## config.mk

```make
export PLATFORM = sky130hd
export DESIGN_NAME = imem_fetch_arbiter
export DESIGN_NICKNAME = d
export VERILOG_FILES = /design/src/rtl/imem_arb_pkg.sv /design/src/rtl/rr_arbiter_2.sv /design/src/rtl/imem_fetch_arbiter.sv
export SDC_FILE = /design/constraint.sdc
export NUM_CORES = 1
export LEC_CHECK = 0
export ABC_AREA = 1
export CAP_MARGIN = 30
export CORE_MARGIN = 2
export CORE_UTILIZATION = 34
export DETAILED_ROUTE_END_ITERATION = 10
export GPL_TIMING_DRIVEN = 0
export PLACE_DENSITY = 0.64
export RECOVER_POWER = 50
export SYNTH_ARGS = -nofsm -noshare
export SYNTH_HDL_FRONTEND = slang
export SYNTH_HIERARCHICAL = 1
export SYNTH_SLANG_ARGS = --single-unit
```

## constraint.sdc

```tcl
create_clock -name clk -period 2.05 [get_ports clk]
set_clock_uncertainty 0.1 [all_clocks]
set_input_delay 0.3075 -clock clk [delete_from_list [all_inputs] [get_ports clk]]
set_output_delay 0.3075 -clock clk [all_outputs]
set_load 0.02 [all_outputs]
```

## src/rtl/imem_arb_pkg.sv

```systemverilog
// Shared types and constants for the instruction-memory fetch arbiter.
// Imported by the arbiter top level and its round-robin sub-module.
package imem_arb_pkg;

   localparam int          NUM_REQ = 2;
   localparam logic [31:0] NOP     = 32'h0000_0000;

   typedef enum logic [1:0] {
      IDLE = 2'd0,
      READ = 2'd1,
      RESP = 2'd2
   } state_t;

endpackage

```

## src/rtl/rr_arbiter_2.sv

```systemverilog
// Two-input round-robin arbiter. The port that was not granted last wins a tie.
// last_gnt resets to port 1, so the first tie goes to port 0.
module rr_arbiter_2
   import imem_arb_pkg::*;
(
   input  logic               clk,
   input  logic               reset,
   input  logic [NUM_REQ-1:0] req,
   input  logic               advance,
   output logic [NUM_REQ-1:0] gnt
);

   logic last_gnt;

   // NOTE: every combinational output gets a default first so no path can infer a latch.
   always_comb begin
      gnt = '0;
      case (req)
         2'b01:   gnt = 2'b01;
         2'b10:   gnt = 2'b10;
         2'b11:   gnt = last_gnt ? 2'b01 : 2'b10;
         default: gnt = '0;
      endcase
   end

   // NOTE: sequential state uses non-blocking assignments so all registers update together.
   always_ff @(posedge clk or negedge reset) begin
      if (!reset) begin
         last_gnt <= 1'b1;
      end else if (advance && (|gnt)) begin
         last_gnt <= gnt[1];
      end
   end

endmodule

```

## src/rtl/imem_fetch_arbiter.sv

```systemverilog
// Sequencing controller in front of the instruction memory: arbitrates fetch and
// debug/loader reads, drives mem_addr and returns the registered word per port.
module imem_fetch_arbiter
   import imem_arb_pkg::*;
#(
   parameter int ADDR_W = 3,
   parameter int DATA_W = 32
) (
   input  logic               clk,
   input  logic               reset,
   input  logic [NUM_REQ-1:0] req_valid,
   input  logic [ADDR_W-1:0]  req_addr0,
   input  logic [ADDR_W-1:0]  req_addr1,
   output logic [NUM_REQ-1:0] req_ready,
   output logic [NUM_REQ-1:0] rsp_valid,
   input  logic [NUM_REQ-1:0] rsp_ready,
   output logic [DATA_W-1:0]  rsp_data,
   output logic [ADDR_W-1:0]  mem_addr,
   input  logic [DATA_W-1:0]  mem_instr,
   output logic               busy
);

   state_t              state_q, state_d;
   logic [ADDR_W-1:0]   addr_q;
   logic                gnt_q;
   logic [DATA_W-1:0]   data_q;
   logic [NUM_REQ-1:0]  arb_req;
   logic [NUM_REQ-1:0]  gnt;
   logic                in_idle;

   // Requests are only visible to the arbiter in IDLE, so READ/RESP never accept.
   assign in_idle = (state_q == IDLE);
   assign arb_req = in_idle ? req_valid : '0;

   rr_arbiter_2 u_arb (
      .clk     (clk),
      .reset   (reset),
      .req     (arb_req),
      .advance (in_idle),
      .gnt     (gnt)
   );

   assign req_ready = gnt;
   assign mem_addr  = addr_q;
   assign busy      = !in_idle;

   always_ff @(posedge clk or negedge reset) begin
      if (!reset) begin
         state_q <= IDLE;
      end else begin
         state_q <= state_d;
      end
   end

   always_comb begin
      state_d   = state_q;
      rsp_valid = '0;
      rsp_data  = DATA_W'(NOP);
      case (state_q)
         IDLE: begin
            if (|gnt) state_d = READ;
         end
         READ: begin
            state_d = RESP;
         end
         RESP: begin
            rsp_valid[gnt_q] = 1'b1;
            rsp_data         = data_q;
            if (rsp_ready[gnt_q]) state_d = IDLE;
         end
         default: begin
            state_d = IDLE;
         end
      endcase
   end

   // NOTE: data_q is a single register, not a memory, so it is reset to keep rsp_data defined.
   always_ff @(posedge clk or negedge reset) begin
      if (!reset) begin
         addr_q <= '0;
         gnt_q  <= 1'b0;
         data_q <= DATA_W'(NOP);
      end else begin
         if (|gnt) begin
            addr_q <= gnt[1] ? req_addr1 : req_addr0;
            gnt_q  <= gnt[1];
         end
         if (state_q == READ) begin
            data_q <= mem_instr;
         end
      end
   end

endmodule

```

==> qor.yml, run 1 <==
setup_path:
  required_ns: 1.64
  crit_path_start_kind: "flop"
  cpPeakStageDelay_ns: 0.37
  crit_buf_inv: 3
  regToRegStartpoint: "state_q[0]$_DFFE_PN0P_"
  crit_chain: "buf_6, inv_2, nand2_4, nor2_4, nand2_1, and2_4, nor2_4, buf_6"
  ff2ff_path_depth: 11
  setup.worst_path.end_class: "output port"
  slowest_stage: "dfrtp_1"
  path_class: "flop to output port"
  cp_top_family: "simple AND/OR/NAND/NOR gates"
  crit_fanout: 8
  timing.rr.end: "mem_addr[0]$_DFFE_PN0P_"
  crit_arrival_ns: 1.57
  ff2ff_setup_slack_ns: 0.20
cells_and_area:
  fin_nets: 392
  area_delta_synth_final_pct: 54.39
  n_antenna_cell: 0
  fillCellCount: 574
  multiInputGateArea_um2: 725.7
  regArea_um2: 977.2
  final_area_mm2: 0.002973
  final_layout_size_suffix_gt1_share_pct: 14.61
detailed_routing:
  via_per_inst: 4.285
  dr.first_iter.drc_count: 110
  routedWlPerCell_um: 11.04
  route.detailed.drc: 0
  vias: 1804
  wirelength_um: 4646
  firstDrtPassIters: 4
  ant_nets: 0
worst_hold_path:
  min_to: "data_q[24]$_DFFE_PN0N_"
  min_path_cells: 2
  hp-class: "flop to flop"
  hold_start: "data_q[24]$_DFFE_PN0N_"
sta:
  relSlewSlack_pct: 43.70
  hold_violations: 0
  min_period_over_period_pct: 96.39
  tns_ns: 0
  finalWorstSetupSlack_ns: 0.07397
  max_freq_mhz: 506.1
  tightest_slew_ns: 0.8446
  slew_viol_final: 0
  setup_viol: 0
  layout_min_cycle_time_ns: 1.976
  timing.hold.ws_ns: 0.3731
  rsz0062_at_grt: "true"
global_routing:
  grt_antenna_before_repair: 0
  grtUsageTotal_pct: 16.33
  grt_pass1_wl_um: 8031
  grt_pass1_vias: 1824
  grt_max_degree: 27
  grt_overflow_total: 0
logic_synthesis:
  yosysUniqueCellTypes: 15
  synth_fa_ha_area_share_pct: 0
  synth_nets: 298
  syn_area_mm2: 0.001926
  ys_seq_area_share_pct: 50.75
  synthSimpleGateAreaFrac_pct: 36.00
  syn_inst: 254
  syn_area_per_cell_um2: 7.581
  synth-seq-cells: 39
  synth_warnings: 6
  synth-xor-area-share_pct: 0
  synth_top_family_by_area: "simple AND/OR/NAND/NOR gates"
  synth-compound-area-share_pct: 0.5198
  synthMuxAreaShare_pct: 0
clocking:
  cts_root_buffer: "clkbuf_8"
  cts-htree-levels: 2
  cts_buffer_depth: 2
  cts_tree: "done"
  path_clk_slew_ns: 0.07
  clk_latency_ns: 0.28
  clock-sinks: 39
  cts_inserted_buffers: 5
place:
  hpwl_um: 3295
  io_buffers: 83
  place_area_mm2: 0.002861
  place_congestion: 0.7240
  pre_cts_slack_ns: -0.3916
power_and_ir_drop:
  power_density_mw_per_mm2: 1369
  p_sw_w: 0.001748
  finalPower_w: 0.004070
  worst_ir_drop_vdd_v: 0.0006917
  intPower_w: 0.002323
  combPwrFrac_pct: 53.0
  p_leak_nw: 1.565
  seq_power_share_pct: 33.0
  switching_share_pct: 42.93
  clkPwrFrac_pct: 14.0
floorplanning:
  coreArea_mm2: 0.005473
  std_cell_rows: 27
  initial_utilization_pct: 35.19
  die_x_um: 79.26
  die_y_um: 79.26
  ios: 84
  die_area_mm2: 0.006281
run_status:
  status: "completed"
flow_run:
  drv_cap: 0
## flip-flops by register name, summed over array words and instances, names as in the netlist
signal          count
data_q             32
gnt_q               1
mem_addr            3
state_q             2
u_arb/last_gnt      1
## cell usage in the layout (no fill, tap or decap), drive strengths merged
master	synthesis	routed
nand2	78	78
clkdlybuf4s50	0	46
nor2	41	41
nand3	40	40
inv	40	40
dfrtp	38	38
clkdlybuf4s15	0	18
buf	13	17
clkbuf	0	14
dlygate4sd2	0	12
o21ai	2	2
dlygate4sd3	0	1
and2	1	1
dfstp	1	1
## area by class of cell
| cell class | instances | area share, % |
|---|---|---|
| Buffer | 13 | 3.199 |
| Clock buffer | 8 | 3.367 |
| Inverter | 40 | 5.135 |
| Multi-Input combinational cell | 162 | 24.41 |
| Sequential cell | 39 | 32.87 |
| Tap cell | 72 | 3.030 |
| Timing Repair Buffer | 87 | 27.99 |
## through the flow
| step | instances | utilization [%] |
|---|---|---|
| after floorplan | 254 | - |
| after global placement | 409 | 52.01 |
| after detailed placement | 410 | 52.29 |
| after CTS | 419 | 53.73 |
| after global routing | 421 | 54.32 |
| final | 421 | 54.32 |
## power groups by stage
stage	Combinational, W	Sequential [W]	Clock, W
finish	0.00216	0.00134	0.000568
global route	0.00243	0.00140	0.000625
global placement	0.00220	0.00134	0
floorplan	0.00138	0.00135	0
CTS	0.00212	0.00134	0.000588
detailed placement	0.00223	0.00136	0
## cell usage after synthesis
master   number  area share [%]
and2_4        1            0.45
nor2_4        1            0.58
nand3_1      40              10
inv_2         2            0.39
dfstp_2       1             1.4
buf_4         2            0.78
nor2_2       11             3.6
o21ai_0       2            0.52
nor2_1       29             5.7
buf_2         7             1.8
nand2_1      77              15
dfrtp_1      38              49
nand2_2       1            0.33
buf_6         4             2.3
inv_1        38             7.4
## worst max-delay path by stage
stage | from | to | cells past startpoint
CTS | state_q[0]$_DFFE_PN0P_ | req_ready[0] | 8
global route | state_q[0]$_DFFE_PN0P_ | req_ready[0] | 8
global placement | reset | data_q[20]$_DFFE_PN0N_ | 1
detailed placement | req_valid[0] | req_ready[0] | 7
finish | state_q[0]$_DFFE_PN0P_ | req_ready[0] | 8
floorplan | state_q[0]$_DFFE_PN0P_ | mem_addr[0]$_DFFE_PN0P_ | 10
## per-layer routing
| layer | GRT usage (%) | wire length [um] | vias up |
|---|---|---|---|
| li1 | - | - | 944 |
| met1 | 19.67 | 2050 | 800 |
| met2 | 28.31 | 2256 | 54 |
| met3 | 3.409 | 282 | 6 |
| met4 | 6.724 | 57 | 0 |
| met5 | 0 | 0 | - |
## cell families (layout without fill, tap and decap cells)
| group | count (synthesis) | count (layout) |
|---|---|---|
| AO/OA/AOI/OAI | 2 | 2 |
| AND/OR/NAND/NOR | 160 | 160 |
| buffers and inverters | 53 | 148 |
| flip-flops | 39 | 39 |
## timing repair
item                       4_1_cts  5_1_grt
setup endpoints to repair       36       27
hold buffers                     1        0
buffers inserted                 0        2
pin swaps                        0        1
resized for setup               46       32
hold endpoints to repair        12        0
## tightest hold or removal path, cell delays in order, from the launching register on
cell,delay [ns]
dfrtp_1,0.35
nand2_1,0.05
nand2_1,0.05
Power figures use the tool's default switching activity.
==> inputs of run 2 (changes only) <==
--- a/config.mk
+++ b/config.mk
@@ -8,10 +8,10 @@
 export ABC_AREA = 1
 export CAP_MARGIN = 30
 export CORE_MARGIN = 2
-export CORE_UTILIZATION = 34
+export CORE_UTILIZATION = 42
 export DETAILED_ROUTE_END_ITERATION = 10
 export GPL_TIMING_DRIVEN = 0
-export PLACE_DENSITY = 0.64
+export PLACE_DENSITY = 0.77
 export RECOVER_POWER = 50
 export SYNTH_ARGS = -nofsm -noshare
 export SYNTH_HDL_FRONTEND = slang
==> run 2 against run 1 <==
Combinational power is essentially flat. Cell area is 3.2% lower. Sequential cell count stayed put. Non-clock buffer count shrank 3. Count of clock-buffer cells in the layout is the same. Cell count is 5.5% lower. Critical path depth is 2 lower. Worst hold slack worse by 0.31 ns. Critical path type unchanged.
==> qor.yml, run 2 (synthesis gave the netlist of run 1 again) <==
run_status:
  status: "completed"
power_and_ir_drop:
  combPwrFrac_pct: 53.8
  intPower_w: 0.002234
  power_density_mw_per_mm2: 1379
  switching_share_pct: 43.70
  clkPwrFrac_pct: 12.4
  p_sw_w: 0.001734
  finalPower_w: 0.003967
  seq_power_share_pct: 33.8
  worst_ir_drop_vdd_v: 0.0006954
  p_leak_nw: 1.532
floorplanning:
  die_area_mm2: 0.005142
  die_x_um: 71.71
  coreArea_mm2: 0.004384
  initial_utilization_pct: 43.92
  die_y_um: 71.71
  ios: 84
  std_cell_rows: 24
sta:
  layout_min_cycle_time_ns: 1.986
  relSlewSlack_pct: 35.78
  slew_viol_final: 0
  tns_ns: 0
  rsz0062_at_grt: "true"
  tightest_slew_ns: 0.9633
  min_period_over_period_pct: 96.87
  hold_violations: 0
  timing.hold.ws_ns: 0.06144
  setup_viol: 0
  max_freq_mhz: 503.6
detailed_routing:
  ant_nets: 0
  vias: 1839
  route.detailed.drc: 0
  dr.first_iter.drc_count: 72
  routedWlPerCell_um: 11.08
  firstDrtPassIters: 4
  via_per_inst: 4.621
  wirelength_um: 4409
clocking:
  holdBufCountCts: 0
  clk_latency_ns: 0.28
  cts_inserted_buffers: 5
  clock-sinks: 39
  cts_tree: "done"
  cts_root_buffer: "clkbuf_8"
  cts-htree-levels: 2
  path_clk_slew_ns: 0.07
  cts_buffer_depth: 2
setup_path:
  worst_path_most_repeated_cell: "buf_6"
  slowest_stage: "dfrtp_1"
  ff2ff_setup_slack_ns: 0.34
  crit_path_start_kind: "flop"
  timing.rr.end: "mem_addr[1]$_DFFE_PN0P_"
  crit_fanout: 10
  path_class: "flop to output port"
  ff2ff_path_depth: 10
  cpPeakStageDelay_ns: 0.37
  crit_buf_inv: 4
  crit_path_start: "state_q[0]$_DFFE_PN0P_"
  required_ns: 1.64
  regToRegStartpoint: "state_q[0]$_DFFE_PN0P_"
  setup.worst_path.end_class: "output port"
  crit_arrival_ns: 1.58
  crit_chain: "buf_6, nor2_4, inv_2, buf_6, nor2_1, dlygate4sd2_1"
  cp_top_family: "buffers and inverters"
cells_and_area:
  largest_register_ffs: 32
  n_antenna_cell: 0
  final_layout_size_suffix_gt1_share_pct: 14.74
  multiInputGateArea_um2: 730.7
  area_delta_synth_final_pct: 49.45
  largest-register: "data_q"
  fin_nets: 389
  fillCellCount: 415
  finalNonFillerCells: 398
  regArea_um2: 977.2
  final_util_pct: 65.64
  final_common_cell: "nand2_1"
  final_cell_mix: "76 x nand2_1, 46 x clkdlybuf4s50_1, 40 x nand3_1"
flow_run:
  drv_cap: 0
global_routing:
  grt_antenna_before_repair: 0
  grtUsageTotal_pct: 18.47
  grt_pass1_wl_um: 7431
  grt_overflow_total: 0
  grt_max_degree: 40
  grt_pass1_vias: 1709
worst_hold_path:
  hp-class: "input port to async pin"
place:
  place_congestion: 0.7346
  hpwl_um: 3149
  placedCellCount: 389
  io_buffers: 83
==> run 2: repair_timing <==
| item | CTS | global route |
|---|---|---|
| resized for setup | 47 | 38 |
| pin swaps | 0 | 1 |
| setup buffers | 0 | 1 |
| setup endpoints to repair | 36 | 26 |
==> run 2: per-layer routing <==
metal / global-route usage (%) / routed length (um) / vias up
li1: - / - / 941
met1: 23.41 / 1813 / 833
met2: 30.86 / 2225 / 60
met3: 4.641 / 331 / 5
met4: 6.289 / 38 / 0
met5: 0 / 0 / -
==> run 2: how the worst max path moves through the flow <==
stage | to | slack (ns) | cells after the start
6_report | rsp_data[3] | 0.06 | 6
5_1_grt | rsp_data[1] | -0.003 | 6
4_1_cts | req_ready[0] | 0.005 | 8
3_5_place_dp | req_ready[0] | -0.42 | 7
3_3_place_gp | req_ready[0] | -0.40 | 7
2_1_floorplan | mem_addr[0]$_DFFE_PN0P_ | 0.13 | 10
==> run 2: metrics by stage <==
stage / setup WS [ns] / instance area (um^2)
2_1_floorplan: 0.1293 / 1926
3_3_place_gp: -0.4022 / 2821
3_5_place_dp: -0.4157 / 2816
4_1_cts: 0.004912 / 2868
5_1_grt: -0.002549 / 2878
6_report: 0.06414 / 2878
==> run 2: power by group through the flow <==
stage | sequential (W) | combinational, W | clock (W)
floorplan | 0.00135 | 0.00138 | 0
global placement | 0.00134 | 0.00218 | 0
detailed placement | 0.00135 | 0.00222 | 0
CTS | 0.00134 | 0.00212 | 0.000508
global route | 0.00140 | 0.00241 | 0.000537
finish | 0.00134 | 0.00214 | 0.000491
==> run 2: layout make-up <==
type                    instances  share of cell area [%]
inverters                      40                   5.304
flip-flops and latches         39                   33.96
well taps                      52                   2.261
multi-input cells             162                   25.39
plain buffers                  13                   3.304
repair buffers                 84                   27.00
clock buffers                   8                   2.783
==> inputs of run 3 (changes only) <==
--- a/config.mk
+++ b/config.mk
@@ -7,8 +7,10 @@
 export LEC_CHECK = 0
 export ABC_AREA = 1
 export CAP_MARGIN = 30
+export CELL_PAD_IN_SITES_DETAIL_PLACEMENT = 1
+export CELL_PAD_IN_SITES_GLOBAL_PLACEMENT = 1
 export CORE_MARGIN = 2
-export CORE_UTILIZATION = 42
+export CORE_UTILIZATION = 29
 export DETAILED_ROUTE_END_ITERATION = 10
 export GPL_TIMING_DRIVEN = 0
 export PLACE_DENSITY = 0.77
==> run 3 against run 2 <==
Non-clock buffer count grew 2. Setup slack better by 0.010 ns. Maximum frequency up 0.52%. Total power shrank 0.12%. Global-route usage is 3.2 points lower. Critical path depth grew 2. Sequential cell count unchanged. Wire length grew 18%. Largest cell class unchanged.
==> qor.yml, run 3 (synthesis gave the netlist of run 1 again) <==
clocking:
  cts_buffer_depth: 2
  clock-sinks: 39
  cts_root_buffer: "clkbuf_8"
  path_clk_slew_ns: 0.07
  clk_latency_ns: 0.28
  cts_tree: "done"
  cts-htree-levels: 2
  cts_inserted_buffers: 5
power_and_ir_drop:
  worst_ir_drop_vdd_v: 0.0005395
  p_leak_nw: 1.527
  power_density_mw_per_mm2: 1397
  finalPower_w: 0.003963
setup_path:
  cpPeakStageDelay_ns: 0.38
  crit_chain: "buf_6, inv_1, nand2_4, nor2_4, nand2_1, and2_4, nor2_4, buf_6"
  path_class: "flop to output port"
  regToRegStartpoint: "state_q[0]$_DFFE_PN0P_"
  crit_arrival_ns: 1.57
  required_ns: 1.64
  ff2ff_path_depth: 10
  crit_path_start_kind: "flop"
  slowest_stage: "dfrtp_1"
  crit_fanout: 8
  setup.worst_path.end_class: "output port"
  timing.rr.end: "mem_addr[1]$_DFFE_PN0P_"
  ff2ff_setup_slack_ns: 0.29
detailed_routing:
  top_layer_used: "met4"
  route.detailed.drc: 0
  wl_met2_um: 2616
  firstDrtPassIters: 4
  dr_wl_met3_um: 262
  via_per_inst: 4.409
  wl_met1_um: 2273
  ant_nets: 0
  routedWlPerCell_um: 12.20
  dr.first_iter.drc_count: 69
  vias: 1874
  wirelength_um: 5184
worst_hold_path:
  hp-class: "flop to flop"
  hold_start: "u_arb/last_gnt$_DFFE_PN1P_"
  min_path_cells: 2
  min_to: "u_arb/last_gnt$_DFFE_PN1P_"
place:
  place_congestion: 0.7174
  placedCellCount: 415
  place_area_mm2: 0.002868
  pre_cts_slack_ns: -0.4249
  io_buffers: 83
  hpwl_um: 3871
global_routing:
  grtUsageTotal_pct: 15.25
  grt_antenna_before_repair: 0
  grt_pass1_vias: 1909
  grt_pass1_wl_um: 8852
  grt_max_degree: 24
  grt_overflow_total: 0
sta:
  finalWorstSetupSlack_ns: 0.07444
  rsz0062_at_grt: "true"
  min_period_over_period_pct: 96.37
  max_freq_mhz: 506.2
  hold_violations: 0
  slew_viol_final: 0
  layout_min_cycle_time_ns: 1.976
  tightest_slew_ns: 1.019
  relSlewSlack_pct: 32.05
  setup_viol: 0
cells_and_area:
  n_antenna_cell: 0
  fin_nets: 391
  largest-register: "data_q"
  area_delta_synth_final_pct: 47.30
  final_cell_mix: "76 x nand2_1, 46 x clkdlybuf4s50_1, 40 x nand3_1"
  final_common_cell: "nand2_1"
  final_layout_size_suffix_gt1_share_pct: 20.98
  final_util_pct: 44.42
  finalNonFillerCells: 425
  largest_register_ffs: 32
  final_area_mm2: 0.002836
  fillCellCount: 820
floorplanning:
  ios: 84
  initial_utilization_pct: 30.15
  std_cell_rows: 29
  coreArea_mm2: 0.006386
  die_x_um: 85.49
  die_area_mm2: 0.007308
  die_y_um: 85.49
flow_run:
  drv_cap: 0
run_status:
  status: "completed"
run 3: cell count changes in the layout (fill, tap and decap cells not counted), sizes merged:
cell / change
clkinv: +1
buf: +2
clkbuf: +20
dlygate4sd2: -6
dlygate4sd3: +1
clkdlybuf4s15: -16
run 3: critical path, delay by kind of cell, from the launching register on:
family,cells,cell delay [ns]
buffers and inverters,3,0.34
and+or+nand+nor,5,0.55
DFF,1,0.38
run 3: per-stage QoR:
| step | hold WS, ns | TNS, ns |
|---|---|---|
| global route | 0.3798 | -0.02706 |
| finish | 0.3686 | 0 |
| detailed placement | 0.1706 | -0.6416 |
| floorplan | -0.08809 | 0 |
| global placement | 0.3494 | -19.99 |
| CTS | 0.3740 | -0.01985 |
run 3: layout make-up:
cell class | count | area, um^2 | area share [%]
multi-input combinational | 162 | 730.7 | 25.76
inverter | 40 | 152.6 | 5.382
clock inverter | 1 | 5.005 | 0.1764
buffer | 13 | 95.09 | 3.352
tap | 77 | 96.34 | 3.397
timing repair buffer | 86 | 703.2 | 24.79
clock buffer | 7 | 76.32 | 2.691
sequential | 39 | 977.2 | 34.45
run 3: worst max-delay path by stage:
| stage | startpoint | depth (start not counted) | to |
|---|---|---|---|
| after floorplan | state_q[0]$_DFFE_PN0P_ | 10 | mem_addr[0]$_DFFE_PN0P_ |
| after global placement | reset | 1 | data_q[7]$_DFFE_PN0N_ |
| after CTS | state_q[0]$_DFFE_PN0P_ | 8 | req_ready[0] |
| after detailed placement | req_valid[0] | 7 | req_ready[0] |
| final | state_q[0]$_DFFE_PN0P_ | 8 | req_ready[0] |
| after global routing | state_q[0]$_DFFE_PN0P_ | 8 | req_ready[0] |
run 3: what timing repair did:
action / in CTS / in global routing
setup endpoints to repair: 36 / 32
cloned: 0 / 0
resized for setup: 49 / 64
setup buffers: 0 / 1
pin swaps: 0 / 1
hold endpoints to repair: 15 / 0
hold buffers: 1 / 0
run 3: where the power goes:
part           switching (W)  internal [W]
Combinational        0.00133      0.000791
Sequential          0.000187       0.00116
Clock               0.000258      0.000239
Total                0.00178       0.00219
run 3: routing by layer:
metal	up-vias	track usage, %
met4	0	3.030
met1	881	19.29
met2	45	25.92
met5	-	0
met3	4	4.572
li1	944	-
==> edit 1: new RTL, config.mk and constraints of run 3 <==
`DATA_W`: 32 -> 16.
--- a/src/rtl/imem_fetch_arbiter.sv
+++ b/src/rtl/imem_fetch_arbiter.sv
@@ -4,7 +4,7 @@
    import imem_arb_pkg::*;
 #(
    parameter int ADDR_W = 3,
-   parameter int DATA_W = 32
+   parameter int DATA_W = 16
 ) (
    input  logic               clk,
    input  logic               reset,
Ports: changed (resized mem_instr and rsp_data); port bits go from 84 to 52. No check against the original RTL was run, so the function may have changed too.
==> edit 1 against run 3 <==
  * Hold slack got worse by 43 ps
  * Sequential cell count is 16 lower
  * Worst setup slack worse by 2.5 ps
  * Die area shrank 37%
  * Synthesized area shrank 39%
  * Sequential power fell by 39%
  * Design area down 34%
  * Total power shrank 34%
  * Critical path depth unchanged
  * Wire length decreased by 35%
  * Critical endpoint unchanged
  * Largest cell class is now non-clock buffers
==> edit 1: results (changes against run 3) <==
metric,value,unit,change
H-tree level count,1,,-1
synth cell count leaders,"nand2_1, nand3_1, dfrtp_1, inv_1, nor2_1",,
HP Class,primary input to async pin,,
Post-DP Area,1770,um^2,-38%
max reg flops,16,,-50%
actual slew at the worst max-slew pin,813,ps,-207 ps
"Cell Count, Final, Fillers Out",266,,-37%
post-layout min period,1980,ps,+2.54 ps
GP Congestion,0.733,,+2.2%
clock insertion delay at the later pin of the skew report,260,ps,-20 ps
CTS buffer count,3,,-2
placed cells,252,,-39%
Met3 Routed Length,213,um,-19%
vias in the first global route,1177,,-38%
Reg2Reg Setup Slack,320,ps,+30 ps
metal2 WL,1.81,mm,-31%
first-pass GRT wire length,5.42,mm,-39%
synth unique cells,17,,+2
Total Wirelength,3.38,mm,-35%
M1 wire length,1.34,mm,-41%
Critical Path Fanout Max,6,,-2
cts repair resizes,30,,-39%
Total Routing Usage GR,15.9,%,+0.61 points
met2 Use GR,29.5,%,+3.6 points
layout cell share with drive strength beyond 1,19.0,%,-2.0 points
Final #Nets,245,,-37%
P per Cell Area,1390,nW/um^2,-0.17%
synthesized area per cell,7.89,um^2,+4.1%
Synth area leaders,"dfrtp_1, nand2_1, nand3_1",,
Worst-path clk slew,90,ps,+20 ps
PortBufs,51,,-39%
Internal,1450,uW,-34%
status,finished clean,,
FF-to-FF End,data_q[15],,
power of the clock network,282,uW,-43%
DR iter-0 viols,17,,-75%
sequential fraction of the synthesis area,48.7,%,-2.0 points
DP Worst Slack,-490,ps,-64.9 ps
largest net degree at the start of global routing,15,,-38%
combinational power share,58.2,%,+4.6 points
Post-Syn Nets,178,,-40%
edit 1: how the worst min path moves through the flow:
| stage | from | end | slack [ps] | cells past startpoint |
|---|---|---|---|---|
| after floorplan | reset | data_q[0] | -90 | 0 |
| after global placement | u_arb/last_gnt | u_arb/last_gnt | 350 | 2 |
| after detailed placement | data_q[1] | data_q[1] | 360 | 2 |
| after CTS | reset | mem_addr[2] | 290 | 1 |
| after global routing | reset | mem_addr[2] | 350 | 1 |
| final | reset | mem_addr[2] | 330 | 1 |
edit 1: logic make-up after synthesis:
logic type             synth area share (%)
AO/OA/AOI/OAI                         0.846
buffers and inverters                  12.3
flip-flops                             48.7
AND/OR/NAND/NOR                        38.2
edit 1: area by class of cell:
type                       instances  area [um^2]
buffer                             5         42.5
clock buffer                       3         41.3
clock inverter                     1         5.00
fill                             490         2090
inverter                          24          100
multi-input combinational         98          479
sequential                        23          577
tap                               50         62.6
timing repair buffer              62          569
==> edit 2: new RTL, flow settings as in run 3 <==
Without the edit above. The 3 states of `state_t` get a one-hot encoding in 3 bits.
--- a/src/rtl/imem_arb_pkg.sv
+++ b/src/rtl/imem_arb_pkg.sv
@@ -5,10 +5,10 @@
    localparam int          NUM_REQ = 2;
    localparam logic [31:0] NOP     = 32'h0000_0000;
 
-   typedef enum logic [1:0] {
-      IDLE = 2'd0,
-      READ = 2'd1,
-      RESP = 2'd2
+   typedef enum logic [2:0] {
+      IDLE = 3'b001,
+      READ = 3'b010,
+      RESP = 3'b100
    } state_t;
 
 endpackage
Behaviour: same outputs for any inputs over 10 cycles, from zero or initial values and one cycle with reset low; not proved beyond that.
==> edit 2 against run 3 <==
  * Design area rose by 11%
  * Wire length up 6.8%
  * Synthesized area rose by 3.0%
  * Sequential cell count rose by 1
  * Fmax is 7.0% lower
  * Worst setup slack worse by 150 ps
  * Synthesized cell count decreased by 7.9%
  * The flow now finishes with violations (negative setup slack)
  * Total power increased by 2.1%
==> edit 2: results (changes against run 3) <==
metric,value,unit,change
status,"finished, violations left",,
failing checks,negative setup slack,,
Total Wirelength,5.54,mm,+6.8%
first-pass GRT wire length,9.03,mm,+2.0%
initial antenna violation count,0,,unchanged
Setup TNS,-79.1,ps,-79.1 ps
vias in the first global route,1883,,-1.4%
M1 wire length,2.51,mm,+11%
"Cell Count, Final, Fillers Out",416,,-2.1%
DP Worst Slack,-386,ps,+39.3 ps
Peak VDD IR,0.000598,V,+11%
synth unique cells,15,,unchanged
Met3 Routed Length,204,um,-22%
Post-DP Area,2940,um^2,+2.6%
sequential fraction of the synthesis area,50.6,%,-0.15 points
slowest cell on the critical path,dfstp_2,,
Reg2Reg Setup Slack,60,ps,-230 ps
placed cells,398,,-4.1%
largest net degree at the start of global routing,22,,-8.3%
met2 Use GR,26.2,%,+0.30 points
power of the clock network,711,uW,+43%
M3 GR Usage,2.95,%,-1.6 points
post-route setup slack,-73.5,ps,-148 ps
Leakage,0.00155,uW,+1.8%
reg2reg start,state_q[0],,
Comb power,1990,uW,-6%
Internal,2480,uW,+13%
Final #Nets,379,,-3.1%
WHS,377,ps,+8.44 ps
clock power share,17.6,%,+5.1 points
layout cell share with drive strength beyond 1,33.3,%,+12 points
actual slew at the worst max-slew pin,1130,ps,+114 ps
H-tree level count,2,,unchanged
Post-Syn Nets,278,,-6.7%
met1 GRT Util,20.2,%,+0.93 points
Total Routing Usage GR,15.5,%,+0.29 points
Reg2Reg Depth,9,,-1
Final HPWL DP,3.94,mm,+1.9%
DR iter-0 viols,36,,-48%
metal2 WL,2.75,mm,+5.3%
Critical Path Fanout Max,6,,-2
max incr delay on CP,590,ps,+210 ps
fill count,801,,-2.3%
FF-to-FF End,state_q[1],,
Setup-failing EPs final,2,,+2
Synth area leaders,"dfrtp_1, a21oi_2, nor2_1",,
clock insertion delay at the later pin of the skew report,300,ps,+20 ps
GP Congestion,0.707,,-1.4%
Syn Inst Count,234,,-7.9%
Worst-path clk slew,90,ps,+20 ps
vias post-DR,1839,,-1.9%
Synth Area in Compound Gates,14.9,%,+14 points
PortBufs,83,,unchanged
synth cell count leaders,"nor2_1, inv_1, dfrtp_1, a21oi_2, nand2_1",,
[edit 2: cell types whose count changed after synthesis, sizes merged]
cell | run 3 | this run
nand3 | 40 | 9
o21ai | 2 | 3
dfstp | 1 | 2
nor2 | 41 | 75
nand4 | 0 | 1
buf | 13 | 10
a21oi | 0 | 32
inv | 40 | 42
nand2 | 78 | 21
[edit 2: final cells by class]
class	count	area [um^2]	area share [%]
plain buffers	10	100	3.17
clock buffers	7	96.3	3.06
clock inverters	1	30.0	0.952
inverters	42	158	5.00
multi-input cells	142	778	24.7
flip-flops and latches	40	1000	31.8
well taps	80	100	3.17
repair buffers	94	887	28.1
[edit 2: what timing repair did]
item                       in CTS  in global routing
gates cloned                    1                  0
pin swaps                       1                  3
gates resized for setup       110                 18
setup endpoints to repair      38                 36
hold buffers                    1                  0
hold endpoints to repair       17                  0
buffers inserted                4                  4
[edit 2: critical path: cells and delay by family, from the launching register on]
kind / cells / cell delay, ps
and+or+nand+nor: 5 / 680
buffers and inverters: 1 / 140
DFF: 1 / 590
